## src/rtl/divider_pkg.sv

```systemverilog
// Shared types and defaults for the parametrised divider.
package divider_pkg;

  localparam int DIV_WIDTH_DEFAULT = 32;

  typedef enum logic [1:0] {
    IDLE,
    CALC,
    FIX,
    DONE
  } state_t;

endpackage

```

## src/rtl/div_step.sv

```systemverilog
// One restoring shift-subtract iteration of the divider.
module div_step #(
  parameter int WIDTH = 32
) (
  input  logic [WIDTH-1:0] rem_in,
  input  logic             dvnd_bit,
  input  logic [WIDTH-1:0] dvsr,
  output logic [WIDTH-1:0] rem_out,
  output logic             q_bit
);

  logic [WIDTH:0]   shifted;
  logic [WIDTH-1:0] diff;

  // Shift in the next dividend bit, subtract the divisor when it fits.
  // A kept remainder is always below the divisor, so the low WIDTH bits
  // of the difference are exact whenever the subtraction is taken.
  always_comb begin
    shifted = {rem_in, dvnd_bit};
    diff    = shifted[WIDTH-1:0] - dvsr;
    q_bit   = (shifted >= {1'b0, dvsr});
    rem_out = q_bit ? diff : shifted[WIDTH-1:0];
  end

endmodule

```

## src/rtl/param_divider.sv

```systemverilog
// Sequential signed/unsigned integer divider behind a Run/Rdy level handshake.
module param_divider
  import divider_pkg::*;
#(
  parameter  int WIDTH = DIV_WIDTH_DEFAULT,
  localparam int CNT_W = $clog2(WIDTH) + 1
) (
  input  logic             clk,
  input  logic             Rst,
  input  logic             Run,
  input  logic             Signed,
  input  logic [WIDTH-1:0] Dvnd,
  input  logic [WIDTH-1:0] Dvsr,
  output logic [WIDTH-1:0] Q,
  output logic [WIDTH-1:0] R,
  output logic             Rdy,
  output logic             DivZero,
  output logic             Busy
);

  state_t           state;
  state_t           state_nxt;
  // Dividend magnitude shifts out MSB-first while quotient bits shift in at the LSB.
  logic [WIDTH-1:0] quo_q;
  logic [WIDTH-1:0] dvsr_q;
  logic [WIDTH-1:0] rem_q;
  logic [WIDTH-1:0] rem_nxt;
  logic             q_bit;
  logic             neg_q;
  logic             neg_r;
  logic [CNT_W-1:0] cnt;
  logic             dvsr_zero;
  logic             last_iter;
  logic [WIDTH-1:0] dvnd_mag;
  logic [WIDTH-1:0] dvsr_mag;

  assign dvsr_zero = (Dvsr == '0);
  assign last_iter = (cnt == CNT_W'(WIDTH - 1));
  assign Rdy       = (state == DONE);
  assign Busy      = (state == CALC) || (state == FIX);

  // Operand magnitudes; the most negative value wraps to itself, which
  // the unsigned iteration then treats as 2**(WIDTH-1).
  always_comb begin
    dvnd_mag = (Signed && Dvnd[WIDTH-1]) ? -Dvnd : Dvnd;
    dvsr_mag = (Signed && Dvsr[WIDTH-1]) ? -Dvsr : Dvsr;
  end

  div_step #(.WIDTH(WIDTH)) u_step (
    .rem_in   (rem_q),
    .dvnd_bit (quo_q[WIDTH-1]),
    .dvsr     (dvsr_q),
    .rem_out  (rem_nxt),
    .q_bit    (q_bit)
  );

  // State register.
  always_ff @(posedge clk or posedge Rst) begin
    if (Rst) state <= IDLE;
    else     state <= state_nxt;
  end

  // Next-state logic.
  always_comb begin
    state_nxt = state;
    case (state)
      IDLE:    if (Run) state_nxt = dvsr_zero ? DONE : CALC;
      CALC:    if (last_iter) state_nxt = FIX;
      FIX:     state_nxt = DONE;
      DONE:    if (!Run) state_nxt = IDLE;
      default: state_nxt = IDLE;
    endcase
  end

  // Operand capture, iteration datapath and result registers.
  always_ff @(posedge clk or posedge Rst) begin
    if (Rst) begin
      quo_q   <= '0;
      dvsr_q  <= '0;
      rem_q   <= '0;
      cnt     <= '0;
      neg_q   <= 1'b0;
      neg_r   <= 1'b0;
      Q       <= '0;
      R       <= '0;
      DivZero <= 1'b0;
    end else begin
      case (state)
        IDLE: begin
          if (Run) begin
            if (dvsr_zero) begin
              Q       <= '1;
              R       <= Dvnd;
              DivZero <= 1'b1;
            end else begin
              quo_q   <= dvnd_mag;
              dvsr_q  <= dvsr_mag;
              rem_q   <= '0;
              cnt     <= '0;
              neg_q   <= Signed & (Dvnd[WIDTH-1] ^ Dvsr[WIDTH-1]);
              neg_r   <= Signed & Dvnd[WIDTH-1];
              DivZero <= 1'b0;
            end
          end
        end
        CALC: begin
          quo_q <= {quo_q[WIDTH-2:0], q_bit};
          rem_q <= rem_nxt;
          cnt   <= cnt + CNT_W'(1);
        end
        FIX: begin
          Q <= neg_q ? -quo_q : quo_q;
          R <= neg_r ? -rem_q : rem_q;
        end
        default: ;
      endcase
    end
  end

endmodule

```

## config.mk

```make
export PLATFORM = sky130hd
export DESIGN_NAME = param_divider
export DESIGN_NICKNAME = d
export VERILOG_FILES = /design/src/rtl/divider_pkg.sv /design/src/rtl/div_step.sv /design/src/rtl/param_divider.sv
export SDC_FILE = /design/constraint.sdc
export NUM_CORES = 1
export LEC_CHECK = 0
export CORE_UTILIZATION = 35
export CTS_CLUSTER_DIAMETER = 100
export DETAILED_ROUTE_END_ITERATION = 16
export GPL_ROUTABILITY_DRIVEN = 0
export GPL_TIMING_DRIVEN = 0
export MAX_ROUTING_LAYER = met4
export PLACE_DENSITY = 0.58
export SLEW_MARGIN = 25
export SYNTH_ARGS = -nofsm -noshare
export SYNTH_HDL_FRONTEND = slang
export SYNTH_SLANG_ARGS = --single-unit
```

## constraint.sdc

```tcl
create_clock -name clk -period 6.1 [get_ports clk]
set_input_delay 1.525 -clock clk [delete_from_list [all_inputs] [get_ports clk]]
set_output_delay 1.525 -clock clk [all_outputs]
set_load 0.05 [all_outputs]
```

Yosys cells after proc, flatten, opt, wreduce, memory -nomap -nowiden --
Index checks and enable logic that the tools add are counted.
Word-level totals: flip-flop bits (word level) 171, word-level logic and storage cells 68, input bits 68
Operators by class: eq/ne operators 9, muxes and demuxes 26, bitwise logic cells 4, magnitude comparators 1, reductions and logical operators 12, $add $sub $neg 6
Operator list (count):
- 32-bit two-way mux | 13
- 32-bit case mux with 2 select lines | 4
- 32-bit negator | 4
- 33-bit by 32-bit >= comparator with 1-bit output | 1
- 32-bit logical NOT | 1
- 32-bit subtractor | 1
- 6-bit two-way mux | 2
- 6-bit case mux with 2 select lines | 1
- 3-bit AND reduction | 4
- 2-bit != test (second input constant) | 5
- 2-bit two-way mux | 4
- 2-bit case mux with 4 select lines | 1
- 6-bit by 1-bit adder with 6-bit output (second input constant) | 1
- 6-bit by 5-bit equality test with 1-bit output (second input constant) | 1
- 2-bit equality test (second input constant) | 2
- 2-bit nonzero test | 2
- 1-bit AND | 2
- 2-bit by 1-bit equality test with 1-bit output (second input constant) | 1
- 1-bit logical AND | 2
- 2-bit logical NOT | 1
- 2-bit AND reduction | 1
- 1-bit logical OR | 1
- 1-bit two-way mux | 1
- 1-bit inverter | 1
- 1-bit XOR | 1

Longest topological paths before layout --
depth in word-level cells 5, gate-level depth with buffers 14

Hierarchy --
A second synthesis with hierarchy kept.
Unflattened totals: cell total of the unflattened synthesis 1500, area total of the unflattened synthesis 12668.4 sq um
Modules (own cells, without submodules):
- param_divider | cells an instance 1190, area each 10450.0 sq um, instances 1, seq. area each 4279.1 sq um
- div_step | cells an instance 310, area each 2218.4 sq um, instances 1, seq. area each 0.0 sq um

Worst setup path before layout --
OpenSTA, ideal clock, no wires.
kind input to register, start point input Dvsr[18], end point register R[23], path buffers 2, library setup time 135 ps, data required time 5965 ps, path slack 2246 ps, stages on the path 10, arrival time 3719 ps, cell sequence or4_1 or3_1 nor4_4 and3b_1 nand3_1 a21boi_1 buf_4 buf_6 nand2_1 o21ai_0
On the way: cells in the longest elaborated chain, start to end 3
RTL lines:
- start: declaration | RTL line param_divider.sv:13 | input logic [WIDTH-1:0] Dvsr,
- 32-bit logical NOT | RTL line param_divider.sv:37 | assign dvsr_zero = (Dvsr == '0);
- 2-bit != test (no line)
- 3-bit AND reduction (no line)
- end signal: assignment | RTL line param_divider.sv:93 | R <= Dvnd;
- end signal: assignment | RTL line param_divider.sv:113 | R <= neg_r ? -rem_q : rem_q;
- end: declaration | RTL line param_divider.sv:15 | output logic [WIDTH-1:0] R,
Every way passes these cells. A chain may end at the register's enable or synchronous reset.

Worst setup path in the final report --
start point input Dvsr[18], end point register neg_r
On the way: cells in the longest elaborated chain, start to end 3
RTL lines:
- 32-bit logical NOT | RTL line param_divider.sv:37
- 1-bit inverter (no line)
- 3-bit AND reduction (no line)
- end signal: assignment | RTL line param_divider.sv:101 | neg_r <= Signed & Dvnd[WIDTH-1];
- end: declaration | RTL line param_divider.sv:30 | logic neg_r;
Every way passes these cells.

==> metrics.cfg <==
[timing]
period_share_pct=76.4
finalHoldViolations=0
tightestPinTransition_ns=0.852
layout_min_cycle_time_ns=4.66
setup-violations-final=0
slew_headroom_pct=41.7
fmax_ghz=0.215
rsz0062_at_grt=no
fin_tns_setup_ns=0
clock-skew-final_ns=0.0176
drv_slew=0
worst_hold_slack_ns=0.477

[place]
placedCellCount=1948
portBuffers=134
hpwl_mm=29.2

[critical_path]
critical_path_class=primary input to flip-flop
path_cells=clkdlybuf4s50_1 > or4_1 > or3_1 > nor4_4 > nand3b_1 > nand3_1 > clkbuf_1 > buf_2 > nand2_1 > o21ai_0
start_kind=primary input
crit_slowest_cell=or4_1
worst-r2r-cell-count=11
end_kind=flip-flop
worstSetupStartpoint=Dvsr[18]
cp.arrival_ns=5.00
path_max_fanout=10
worstPathRequired_ns=6.45
ff2ff_setup_slack_ns=2.52
cp_num_buf_inv=3
cp_top_family=simple AND/OR/NAND/NOR gates
crit_path_end=neg_r$_DFFE_PP0P_
slowest_delay_ns=0.58
r2r_start=rem_q[3]$_DFFE_PP0P_
crit_cells=10
r2r_end=rem_q[25]$_DFFE_PP0P_

[layout]
final_cell_mix=nand2_1 (190), dfrtp_1 (171), o21ai_0 (162)
fin_util_pct=44.3
syn2layout_area_growth_pct=23.2
n_antenna_cell=0
fin_cells=1980
layout.nets=1643
drive_gt1_share_pct=5.50
final_common_cell=nand2_1

[cts]
cts_tree=done
cts_post_setup_buffers_inserted=0
max-clock-path-buffers=2
cts.root.buffer_cell=clkbuf_16
clock_latency_ns=0.44
cts_resized=0
path_clk_slew_ns=0.07
ctsHoldBuffers=0
cts.sinks=171
htreeDepth=4
cts_buffers=17

[grt]
grt_max_degree=33
grt_pass1_wl_mm=57.6
track_usage_pct=22.9
grt_remaining_overflow=0
antenna_found_initial=1
grt_pass1_vias=10400

[floorplanning]
die_y_um=183
placementRows=65
coreArea_um2=31900
start_util_pct=36.0
io_pins=135
die_w_um=183
dieArea_um2=33500

[drt]
dr.max_layer_used=met4
wl_met2_mm=17.3
drtAntennaViolNets=0
routed_wl_mm=36.6
vias=10700
wl_per_cell_um=18.5
wl_met3_mm=1.52
vias_per_cell=5.38
wl_met1_mm=16.7
drc_errors=0
dr.pass1.iters=5
drt_iter0_markers=720

[run]
cap_violations=0

[synth]
synth_xor_area_share_pct=11.2
synth_area_per_cell_um2=8.35
synth_area_um2=11500
synth_top_family_by_area=compound AO/OA/AOI/OAI gates
synth_nets=1484
synth_edf_count=0
yosysUniqueCellTypes=64
synth_top_area_cell=dfrtp_1
synth_cells=1373
synthAdderAreaFrac_pct=4.76
synth_top_area_share_pct=37.3
ys_ff_latch=171
synth_flop_cell=dfrtp_1
yosysSeqAreaShare_pct=37.3
yosys_warnings=0
synthArstFlopShare_pct=100
ys_top_cells_by_area=dfrtp_1 (37%), o21ai_0 (7.1%), xor2_1 (6.5%)
muxShareOfSynthArea_pct=3.00
synth-simple-area-share_pct=17.0
synth_compound_area_share_pct=21.4

[hold_path]
hold_path_class=flip-flop to flip-flop

[power_and_ir_drop]
vdd_drop_max_mv=0.247
p_leak_nw=5.94
pwr_density_cell_nw_per_um2=611

[status]
status=completed

flip-flops by register name, summed over array words and instances, names as in the netlist:
register  count
DivZero       1
Q            32
R            32
cnt           6
dvsr_q       32
neg_q         1
neg_r         1
quo_q        32
rem_q        32
state         2
stage by stage:
stage | power [W] | instance area [um2] | setup slack (ns)
floorplan | 0.00584 | 11500 | 2.25
global placement | 0.00730 | 13400 | 0.847
detailed placement | 0.00740 | 13500 | 0.938
CTS | 0.00865 | 14100 | 1.41
global route | 0.00930 | 14100 | 1.25
finish | 0.00864 | 14100 | 1.44
how the worst min path moves through the flow:
stage,start,end,slack [ns],cells after the start
2_1_floorplan,dvsr_q[15]$_DFFE_PP0P_,dvsr_q[15]$_DFFE_PP0P_,0.45,2
3_3_place_gp,dvsr_q[18]$_DFFE_PP0P_,dvsr_q[18]$_DFFE_PP0P_,0.46,2
3_5_place_dp,dvsr_q[27]$_DFFE_PP0P_,dvsr_q[27]$_DFFE_PP0P_,0.47,2
4_1_cts,dvsr_q[27]$_DFFE_PP0P_,dvsr_q[27]$_DFFE_PP0P_,0.49,2
5_1_grt,dvsr_q[29]$_DFFE_PP0P_,dvsr_q[29]$_DFFE_PP0P_,0.51,2
6_report,dvsr_q[27]$_DFFE_PP0P_,dvsr_q[27]$_DFFE_PP0P_,0.48,2
Yosys cell counts, types with 3 or more instances:
cell       number
nand2_1       190
dfrtp_1       171
o21ai_0       162
a21oi_1       114
nor2_1         99
xor2_1         85
inv_1          63
xnor2_1        62
ha_1           42
clkbuf_1       41
mux2i_1        31
a31oi_1        28
or3_1          26
o31ai_1        22
nand3_1        18
nor3_1         17
o41ai_1        15
o21ai_1        14
buf_2          13
nor4_1         11
buf_6           9
o22a_1          9
a21o_1          8
a32oi_1         8
and3_1          8
o211ai_1        8
or2_2           8
nand3b_1        7
or4_1           7
nand2b_1        6
nand4_1         6
nor2b_1         6
and2_1          5
buf_1           4
buf_4           4
o21bai_1        4
a2111oi_0       3
mux2_2          3
o22ai_1         3
cell type report:
| cell class | count | area (um2) |
|---|---|---|
| clock inverter | 15 | 224 |
| buffer | 71 | 365 |
| fill | 3287 | 17700 |
| inverter | 63 | 240 |
| tap | 435 | 544 |
| timing repair buffer | 140 | 1470 |
| sequential | 171 | 4280 |
| multi-input combinational | 1068 | 6590 |
| clock buffer | 17 | 425 |
worst min-delay path, cell delays in order, from the launching register on:
cell	delay, ns
dfrtp_1	0.34
nand2_1	0.05
o21ai_0	0.06
metal layers:
layer | up-vias | global-route usage (%)
met1 | 5144 | 29.6
met3 | 51 | 2.30
met4 | 0 | 8.60
li1 | 5162 | -
met2 | 303 | 37.1
met5 | - | -
report_power, final:
| group | internal, W | total (W) | switching (W) |
|---|---|---|---|
| sequential | 0.00162 | 0.00213 | 0.000504 |
| clock | 0.000705 | 0.00123 | 0.000524 |
| combinational | 0.00200 | 0.00529 | 0.00328 |
| total | 0.00433 | 0.00864 | 0.00431 |
logic make-up after synthesis:
group | count (synthesis)
AND/OR/NAND/NOR | 425
AO/OA/AOI/OAI | 419
flip-flops | 171
XOR/XNOR | 147
buffers and inverters | 134
adder cells (fa/ha/maj) | 43
multiplexers | 34
No activity file was read; power rests on OpenSTA's default activity.
